<file path="src/rtl/pipeline_pkg.sv">
// Shared fetch-stage types and constants.
package pipeline_pkg;

    localparam int unsigned INS_W            = 32;
    localparam logic [31:0] PC_INC           = 32'd4;
    localparam logic [31:0] DEFAULT_RESET_PC = 32'h0000_0000;

    typedef enum logic [1:0] {
        IDLE    = 2'd0,
        WAIT    = 2'd1,
        DISCARD = 2'd2
    } fetch_state_t;

endpackage

</file>
<file path="src/rtl/fetch_unit_if.sv">
// Instruction-memory request/ack bus between the fetch stage and imem.
interface fetch_unit_if;
    import pipeline_pkg::*;

    logic             imem_req;
    logic [31:0]      imem_addr;
    logic             imem_ack;
    logic [INS_W-1:0] imem_rdata;

    modport master (output imem_req, imem_addr, input imem_ack, imem_rdata);
    modport slave  (input imem_req, imem_addr, output imem_ack, imem_rdata);

endinterface

</file>
<file path="src/rtl/fetch_fifo.sv">
// Fetch queue: synchronous FIFO with flush; head is read straight from registered storage.
module fetch_fifo #(
    parameter int unsigned DEPTH = 4,
    parameter int unsigned WIDTH = 64,
    localparam int unsigned AW   = $clog2(DEPTH),
    localparam int unsigned CW   = $clog2(DEPTH + 1)
) (
    input  logic             clk,
    input  logic             rst,
    input  logic             flush_i,
    input  logic             push_i,
    input  logic             pop_i,
    input  logic [WIDTH-1:0] wdata_i,
    output logic [WIDTH-1:0] rdata_o,
    output logic             valid_o,
    output logic [CW-1:0]    count_o
);

    logic [WIDTH-1:0] mem_q [DEPTH];
    logic [AW-1:0]    wptr_q, wptr_d;
    logic [AW-1:0]    rptr_q, rptr_d;
    logic [CW-1:0]    count_q, count_d;

    always_comb begin
        wptr_d  = wptr_q;
        rptr_d  = rptr_q;
        count_d = count_q;
        if (flush_i) begin
            wptr_d  = '0;
            rptr_d  = '0;
            count_d = '0;
        end else begin
            if (push_i) wptr_d = wptr_q + AW'(1);
            if (pop_i)  rptr_d = rptr_q + AW'(1);
            count_d = count_q + CW'(push_i) - CW'(pop_i);
        end
    end

    always_ff @(posedge clk) begin
        if (rst) begin
            for (int unsigned i = 0; i < DEPTH; i++) mem_q[i] <= '0;
            wptr_q  <= '0;
            rptr_q  <= '0;
            count_q <= '0;
        end else begin
            if (push_i && !flush_i) mem_q[wptr_q] <= wdata_i;
            wptr_q  <= wptr_d;
            rptr_q  <= rptr_d;
            count_q <= count_d;
        end
    end

    assign rdata_o = mem_q[rptr_q];
    assign valid_o = (count_q != '0);
    assign count_o = count_q;

endmodule

</file>
<file path="src/rtl/fetch_unit.sv">
// Instruction fetch stage: single-outstanding imem requests, fetch queue, redirect flush/squash.
module fetch_unit
    import pipeline_pkg::*;
#(
    parameter int unsigned DEPTH    = 4,
    parameter logic [31:0] RESET_PC = DEFAULT_RESET_PC,
    localparam int unsigned CW      = $clog2(DEPTH + 1)
) (
    input  logic               clk,
    input  logic               rst,
    fetch_unit_if.master       imem,
    input  logic               redirect,
    input  logic [31:0]        redirect_pc,
    input  logic               deq_ready,
    output logic               ins_valid,
    output logic [INS_W-1:0]   ins,
    output logic [31:0]        ins_pc4,
    output logic [CW-1:0]      fq_count
);

    localparam logic [CW-1:0] DEPTH_C = CW'(DEPTH);

    fetch_state_t state_q, state_d;
    logic [31:0]  fetch_pc_q, fetch_pc_d;
    logic [31:0]  req_addr_q, req_addr_d;
    logic         push, pop, issue;
    logic [CW-1:0] post_cnt;
    logic [INS_W+31:0] head;

    always_comb begin
        state_d    = state_q;
        fetch_pc_d = fetch_pc_q;
        req_addr_d = req_addr_q;
        push       = 1'b0;
        issue      = 1'b0;
        pop        = ins_valid & deq_ready & ~redirect;
        // A live request always has a free slot, so count+1 cannot exceed DEPTH.
        post_cnt   = fq_count + CW'(1) - CW'(pop);
        case (state_q)
            IDLE: begin
                if (redirect)                  fetch_pc_d = redirect_pc;
                else if (fq_count < DEPTH_C)   issue      = 1'b1;
            end
            WAIT: begin
                if (redirect) begin
                    fetch_pc_d = redirect_pc;
                    state_d    = imem.imem_ack ? IDLE : DISCARD;
                end else if (imem.imem_ack) begin
                    push = 1'b1;
                    if (post_cnt < DEPTH_C) issue   = 1'b1;
                    else                    state_d = IDLE;
                end
            end
            DISCARD: begin
                if (redirect) begin
                    fetch_pc_d = redirect_pc;
                    if (imem.imem_ack) state_d = IDLE;
                end else if (imem.imem_ack) begin
                    issue = 1'b1;
                end
            end
            default: state_d = IDLE;
        endcase
        if (issue) begin
            state_d    = WAIT;
            req_addr_d = fetch_pc_q;
            fetch_pc_d = fetch_pc_q + PC_INC;
        end
    end

    always_ff @(posedge clk) begin
        if (rst) begin
            state_q    <= IDLE;
            fetch_pc_q <= RESET_PC;
            req_addr_q <= RESET_PC;
        end else begin
            state_q    <= state_d;
            fetch_pc_q <= fetch_pc_d;
            req_addr_q <= req_addr_d;
        end
    end

    fetch_fifo #(
        .DEPTH (DEPTH),
        .WIDTH (INS_W + 32)
    ) u_fifo (
        .clk     (clk),
        .rst     (rst),
        .flush_i (redirect),
        .push_i  (push),
        .pop_i   (pop),
        .wdata_i ({imem.imem_rdata, req_addr_q + PC_INC}),
        .rdata_o (head),
        .valid_o (ins_valid),
        .count_o (fq_count)
    );

    assign imem.imem_req  = (state_q != IDLE);
    assign imem.imem_addr = req_addr_q;
    assign ins            = head[INS_W+31:32];
    assign ins_pc4        = head[31:0];

endmodule

</file>
<file path="src/flat_wrapper.sv">
// flat-port wrapper written by rule: the top's interface ports become plain ports
module fetch_unit_flat import pipeline_pkg::*;
#(
    parameter int unsigned DEPTH    = 4,
    parameter logic [31:0] RESET_PC = DEFAULT_RESET_PC,
    localparam int unsigned CW      = $clog2(DEPTH + 1)
)
  (clk, rst, redirect, redirect_pc, deq_ready, ins_valid, ins, ins_pc4, fq_count, imem_imem_req, imem_imem_addr, imem_imem_ack, imem_imem_rdata);
  fetch_unit_if imem_i ();
  input  logic clk;
  input  logic rst;
  input  logic redirect;
  input  logic [31:0] redirect_pc;
  input  logic deq_ready;
  output logic ins_valid;
  output logic [INS_W-1:0] ins;
  output logic [31:0] ins_pc4;
  output logic [CW-1:0] fq_count;
  output wire logic [$bits(imem_i.imem_req)-1:0] imem_imem_req;
  output wire logic [$bits(imem_i.imem_addr)-1:0] imem_imem_addr;
  input wire logic [$bits(imem_i.imem_ack)-1:0] imem_imem_ack;
  input wire logic [$bits(imem_i.imem_rdata)-1:0] imem_imem_rdata;
  assign imem_imem_req = imem_i.imem_req;
  assign imem_imem_addr = imem_i.imem_addr;
  assign imem_i.imem_ack = imem_imem_ack;
  assign imem_i.imem_rdata = imem_imem_rdata;
  fetch_unit #(.DEPTH(DEPTH), .RESET_PC(RESET_PC)) u_core (.clk(clk), .rst(rst), .imem(imem_i), .redirect(redirect), .redirect_pc(redirect_pc), .deq_ready(deq_ready), .ins_valid(ins_valid), .ins(ins), .ins_pc4(ins_pc4), .fq_count(fq_count));
endmodule
</file>
<file path="config.mk">
export PLATFORM = sky130hd
export DESIGN_NAME = fetch_unit_flat
export DESIGN_NICKNAME = d
export VERILOG_FILES = /design/src/rtl/pipeline_pkg.sv /design/src/rtl/fetch_unit_if.sv /design/src/rtl/fetch_fifo.sv /design/src/rtl/fetch_unit.sv /design/src/flat_wrapper.sv
export SDC_FILE = /design/constraint.sdc
export NUM_CORES = 1
export LEC_CHECK = 0
export CAP_MARGIN = 20
export CORE_ASPECT_RATIO = 1.5
export CORE_MARGIN = 2
export CORE_UTILIZATION = 56
export CTS_CLUSTER_SIZE = 14
export DETAILED_ROUTE_END_ITERATION = 6
export GPL_ROUTABILITY_DRIVEN = 1
export PLACE_DENSITY = 0.8
export SYNTH_ARGS = -nofsm -noshare
export SYNTH_HDL_FRONTEND = slang
export SYNTH_SLANG_ARGS = --single-unit
</file>
<file path="constraint.sdc">
create_clock -name clk -period 4.9 [get_ports clk]
set_input_delay 0.98 -clock clk [delete_from_list [all_inputs] [get_ports clk]]
set_output_delay 0.98 -clock clk [all_outputs]
set_load 0.01 [all_outputs]
</file>
==> impl_results.html <==
<table>
<tr><th>Metric</th><th>Value</th></tr>
<tr><th colspan="2">Outcome</th></tr>
<tr><td>Result of the run</td><td>completed</td></tr>
<tr><th colspan="2">Setup path</th></tr>
<tr><td>CP Class</td><td>flip-flop to output port</td></tr>
<tr><td>Launching element type of the critical path</td><td>flip-flop</td></tr>
<tr><td>Cell with the biggest individual delay on the critical path</td><td>sky130_fd_sc_hd__dfxtp_4</td></tr>
<tr><td>Count of buffer and inverter cells on the critical path</td><td>2</td></tr>
<tr><td>Critical Path Max Stage Delay</td><td>660 ps</td></tr>
<tr><td>Req. time, crit path</td><td>between 3000 and 4000 ps</td></tr>
<tr><td>List of cells traversed by the critical path</td><td>buf_12 -&gt; mux4_2 -&gt; clkdlybuf4s50_1</td></tr>
<tr><td>Capturing element type of the critical path</td><td>output port</td></tr>
<tr><td>Crit-path leading delay family</td><td>buffers and inverters</td></tr>
<tr><td>Critical register-to-register path startpoint</td><td>u_core.u_fifo.wptr_q[1]</td></tr>
<tr><td>Data arrival, critical path</td><td>~2800 ps</td></tr>
<tr><td>Max Fanout on Critical Path</td><td>42</td></tr>
<tr><th colspan="2">Power</th></tr>
<tr><td>Worst vdd ir</td><td>roughly 0.33 mV</td></tr>
<tr><td>Power Total</td><td>0.00570 W</td></tr>
<tr><td>P_sw</td><td>0.00122 W</td></tr>
<tr><td>Switching part of the total power</td><td>21.4%</td></tr>
<tr><td>P_int</td><td>approximately 0.0045 W</td></tr>
<tr><td>Portion of total power attributed to the clock network</td><td>between 30 and 40%</td></tr>
<tr><td>Total power per unit cell area</td><td>around 320 nW/um^2</td></tr>
<tr><td>Combinational fraction of design power</td><td>6.7%</td></tr>
<tr><td>Sequential share of power</td><td>55.9%</td></tr>
<tr><td>Leakage power figure</td><td>roughly 6.1 nW</td></tr>
<tr><th colspan="2">STA</th></tr>
<tr><td>Final critical-path required period</td><td>3730 ps</td></tr>
<tr><td>Achievable Freq</td><td>around 0.27 GHz</td></tr>
<tr><td>Final period utilization</td><td>76.2%</td></tr>
<tr><td>Count of final hold-check violations</td><td>0</td></tr>
<tr><td>Rel. slew slack</td><td>31.0%</td></tr>
<tr><td>Worst clock skew</td><td>~15 ps</td></tr>
<tr><td>Measured slew at the worst slew-check pin</td><td>1030 ps</td></tr>
<tr><td>Final setup viols</td><td>0</td></tr>
<tr><td>Unrepaired setup endpoints after global routing</td><td>false</td></tr>
<tr><td>Sum of negative setup slack</td><td>0 ps</td></tr>
<tr><td>Max-slew violations</td><td>0</td></tr>
<tr><th colspan="2">Drt</th></tr>
<tr><td>Total wirelength of the detailed-routed design</td><td>roughly 34 mm</td></tr>
<tr><td>Vias per inst</td><td>~5.9</td></tr>
<tr><td>Count of antenna-violating nets left after detailed routing</td><td>0</td></tr>
<tr><td>Drt initial violations</td><td>779</td></tr>
<tr><td>Average routed wire per standard cell</td><td>between 15 and 20 um</td></tr>
<tr><td>Length of the first detailed-routing pass in iterations</td><td>5</td></tr>
<tr><td>DRC violation count after routing</td><td>0</td></tr>
<tr><td>Total vias in the final route</td><td>roughly 10000</td></tr>
<tr><th colspan="2">Synthesis</th></tr>
<tr><td>Post-Syn Area</td><td>roughly 15000 um^2</td></tr>
<tr><td>Main synth FF type</td><td>sky130_fd_sc_hd__edfxtp_1</td></tr>
<tr><td>Post-synthesis register bit count</td><td>331</td></tr>
<tr><td>Proportion of synthesized chip area in sequential cells</td><td>62.8%</td></tr>
<tr><td>Async set-reset flop share out of synthesis</td><td>0%</td></tr>
<tr><td>Nets in the synthesized netlist</td><td>~1300</td></tr>
<tr><td>Cell count after synthesis</td><td>approximately 1200</td></tr>
<tr><td>Count of distinct cell types in the synthesized netlist</td><td>61</td></tr>
<tr><td>Count of synthesis-stage warnings from yosys</td><td>0</td></tr>
<tr><td>Number of synthesized flops with an enable pin</td><td>256</td></tr>
<tr><td>Post-Synthesis Mean Instance Area</td><td>12.1 um^2</td></tr>
<tr><th colspan="2">Global routing</th></tr>
<tr><td>Pin count of the biggest net entering global routing</td><td>66</td></tr>
<tr><td>Global-route usage over all layers</td><td>24.6%</td></tr>
<tr><td>Global-route wire length before repair</td><td>52.8 mm</td></tr>
<tr><td>Vias in the first global route</td><td>10076</td></tr>
<tr><td>Initial antenna violation count</td><td>0</td></tr>
<tr><td>Total overflow reported by the global router</td><td>0</td></tr>
<tr><th colspan="2">Clock tree</th></tr>
<tr><td>Number of gates resized after CTS</td><td>0</td></tr>
<tr><td>Source-to-sink clock delay at the later pin of the worst-skew pair</td><td>550 ps</td></tr>
<tr><td>Deepest clock path buffer count</td><td>3</td></tr>
<tr><td># Post-CTS Setup Buffers</td><td>0</td></tr>
<tr><td>Clock sink count</td><td>about 330</td></tr>
<tr><td>CTS tree</td><td>built</td></tr>
<tr><td>Root buf cell</td><td>sky130_fd_sc_hd__clkbuf_16</td></tr>
<tr><td>Clock buffers created by TritonCTS</td><td>29</td></tr>
<tr><td>Hold buffers post-CTS</td><td>0</td></tr>
<tr><td>Clock H-tree levels</td><td>1</td></tr>
<tr><td>Clock-pin slew on the worst setup and hold paths</td><td>70 ps</td></tr>
<tr><th colspan="2">Run</th></tr>
<tr><td>Max-capacitance violation count</td><td>0</td></tr>
<tr><th colspan="2">Floorplanning</th></tr>
<tr><td>I/O pin total</td><td>170</td></tr>
<tr><td>Num rows</td><td>just over 70</td></tr>
<tr><td>Die Outline Area</td><td>between 20000 and 30000 um^2</td></tr>
<tr><td>Initial Util</td><td>56.8%</td></tr>
<tr><td>Total core area</td><td>about 26000 um^2</td></tr>
<tr><td>Die Span Y</td><td>202 um</td></tr>
<tr><td>Horiz. Die Dim</td><td>136 um</td></tr>
<tr><th colspan="2">Worst hold path</th></tr>
<tr><td>Min-Delay Path Class</td><td>flip-flop to flip-flop</td></tr>
<tr><td>Critical hold path startpoint</td><td>u_core.fetch_pc_q[1]</td></tr>
<tr><th colspan="2">Final layout</th></tr>
<tr><td>Core utilization of the finished layout</td><td>68.1%</td></tr>
<tr><td>Highest-count cells in the layout ignoring fill and taps</td><td>sky130_fd_sc_hd__edfxtp_1, sky130_fd_sc_hd__nor2_1, sky130_fd_sc_hd__clkdlybuf4s50_1</td></tr>
<tr><td>Layout cell share with drive strength beyond 1</td><td>10.3%</td></tr>
<tr><td>Area growth from synthesis to layout</td><td>19.9%</td></tr>
<tr><td>Inserted Diodes</td><td>0</td></tr>
<tr><td>Number of nets in the finished design</td><td>1419</td></tr>
<tr><td>Leading cell type in the layout, fill and taps excluded</td><td>sky130_fd_sc_hd__edfxtp_1</td></tr>
<tr><th colspan="2">Place</th></tr>
<tr><td>Input/output buffers</td><td>169</td></tr>
<tr><td>Final HPWL DP</td><td>21.7 mm</td></tr>
<tr><td>Global placement routability congestion</td><td>about 0.86</td></tr>
</table>
[registers in the layout, indices dropped and copies added (netlist names), named ones only]
| register | flops |
|---|---|
| u_core.u_fifo.wptr_q | 2 |
| u_core.state_q | 2 |
| u_core.u_fifo.rptr_q | 2 |
| u_core.fetch_pc_q | 32 |
| u_core.u_fifo.count_o | 3 |
| u_core.u_fifo.mem_q | 256 |
| u_core.imem.imem_addr | 32 |
[kinds of logic (layout without fill, tap and decap cells)]
kind of cell	after synthesis	after routing	synth area share (%)
AOI/OAI and AO/OA	118	118	5.36
xor gates and xnor gates	35	35	2.10
adders and majority gates	5	5	0.479
buffers and inverters	131	286	3.49
DFF	331	331	62.8
muxes	65	65	9.92
and+or+nand+nor	528	528	15.8
[synth_stat cells, drive strengths merged, types with 16 or more instances]
cell type  number  area share [%]
a31oi          16            0.68
nor2          228             5.8
xor2           26             1.6
clkbuf         64             1.7
nand4          17            0.83
edfxtp        256              53
a21oi          44             1.5
buf            20            0.63
dfxtp          75              10
or3            17            0.74
nand2         170             4.4
nand3          30             1.0
inv            47             1.2
mux4           64             9.9
[area by class of cell]
cell class / count / area (um^2)
inverters: 47 / 176
repair buffers: 185 / 1880
well taps: 333 / 417
clock inverters: 9 / 47.5
multi-input cells: 751 / 4990
clock buffers: 45 / 837
flip-flops and latches: 331 / 9190
fillers: 1835 / 8220
[tightest hold or removal path, delay by kind of cell, from the launching register on]
family,cells,cell delay [ps]
flops,1,310
simple gates,1,50
compound gates,1,50
[worst paths after layout]
check	endpoint	slack, ps	depth (start not counted)
setup reg to reg	u_core.u_fifo.mem_q[1][57]	2010	4
setup / recovery	ins_pc4[16]	1170	3
hold reg to reg	u_core.imem.imem_addr[1]	460	2
hold / removal	u_core.imem.imem_addr[1]	460	2
[power groups by stage]
| stage | registers (W) | logic (W) | clock network [W] |
|---|---|---|---|
| finish | 0.00319 | 0.000383 | 0.00213 |
| global route | 0.00320 | 0.000412 | 0.00225 |
| CTS | 0.00319 | 0.000386 | 0.00215 |
| detailed placement | 0.00325 | 0.000384 | 0 |
| global placement | 0.00324 | 0.000377 | 0 |
| floorplan | 0.00323 | 0.000196 | 0 |
[metal layers]
metal | GRT usage (%) | wire length (um) | vias to the layer above
met5 | 0 | 0 | -
met4 | 8.22 | 891 | 0
met3 | 2.93 | 2360 | 65
met2 | 43.9 | 17900 | 464
met1 | 31.1 | 12500 | 4878
li1 | - | - | 4646
[stage by stage]
stage	instance area (um^2)	cells	hold WS [ps]	setup slack, ps
5_1_grt	17500	1701	484	1020
6_report	17500	1701	457	1170
3_3_place_gp	16700	1647	446	968
4_1_cts	17500	1701	457	1100
2_1_floorplan	14600	1213	432	855
3_5_place_dp	16700	1647	448	866
(Power assumes the default switching activity.)
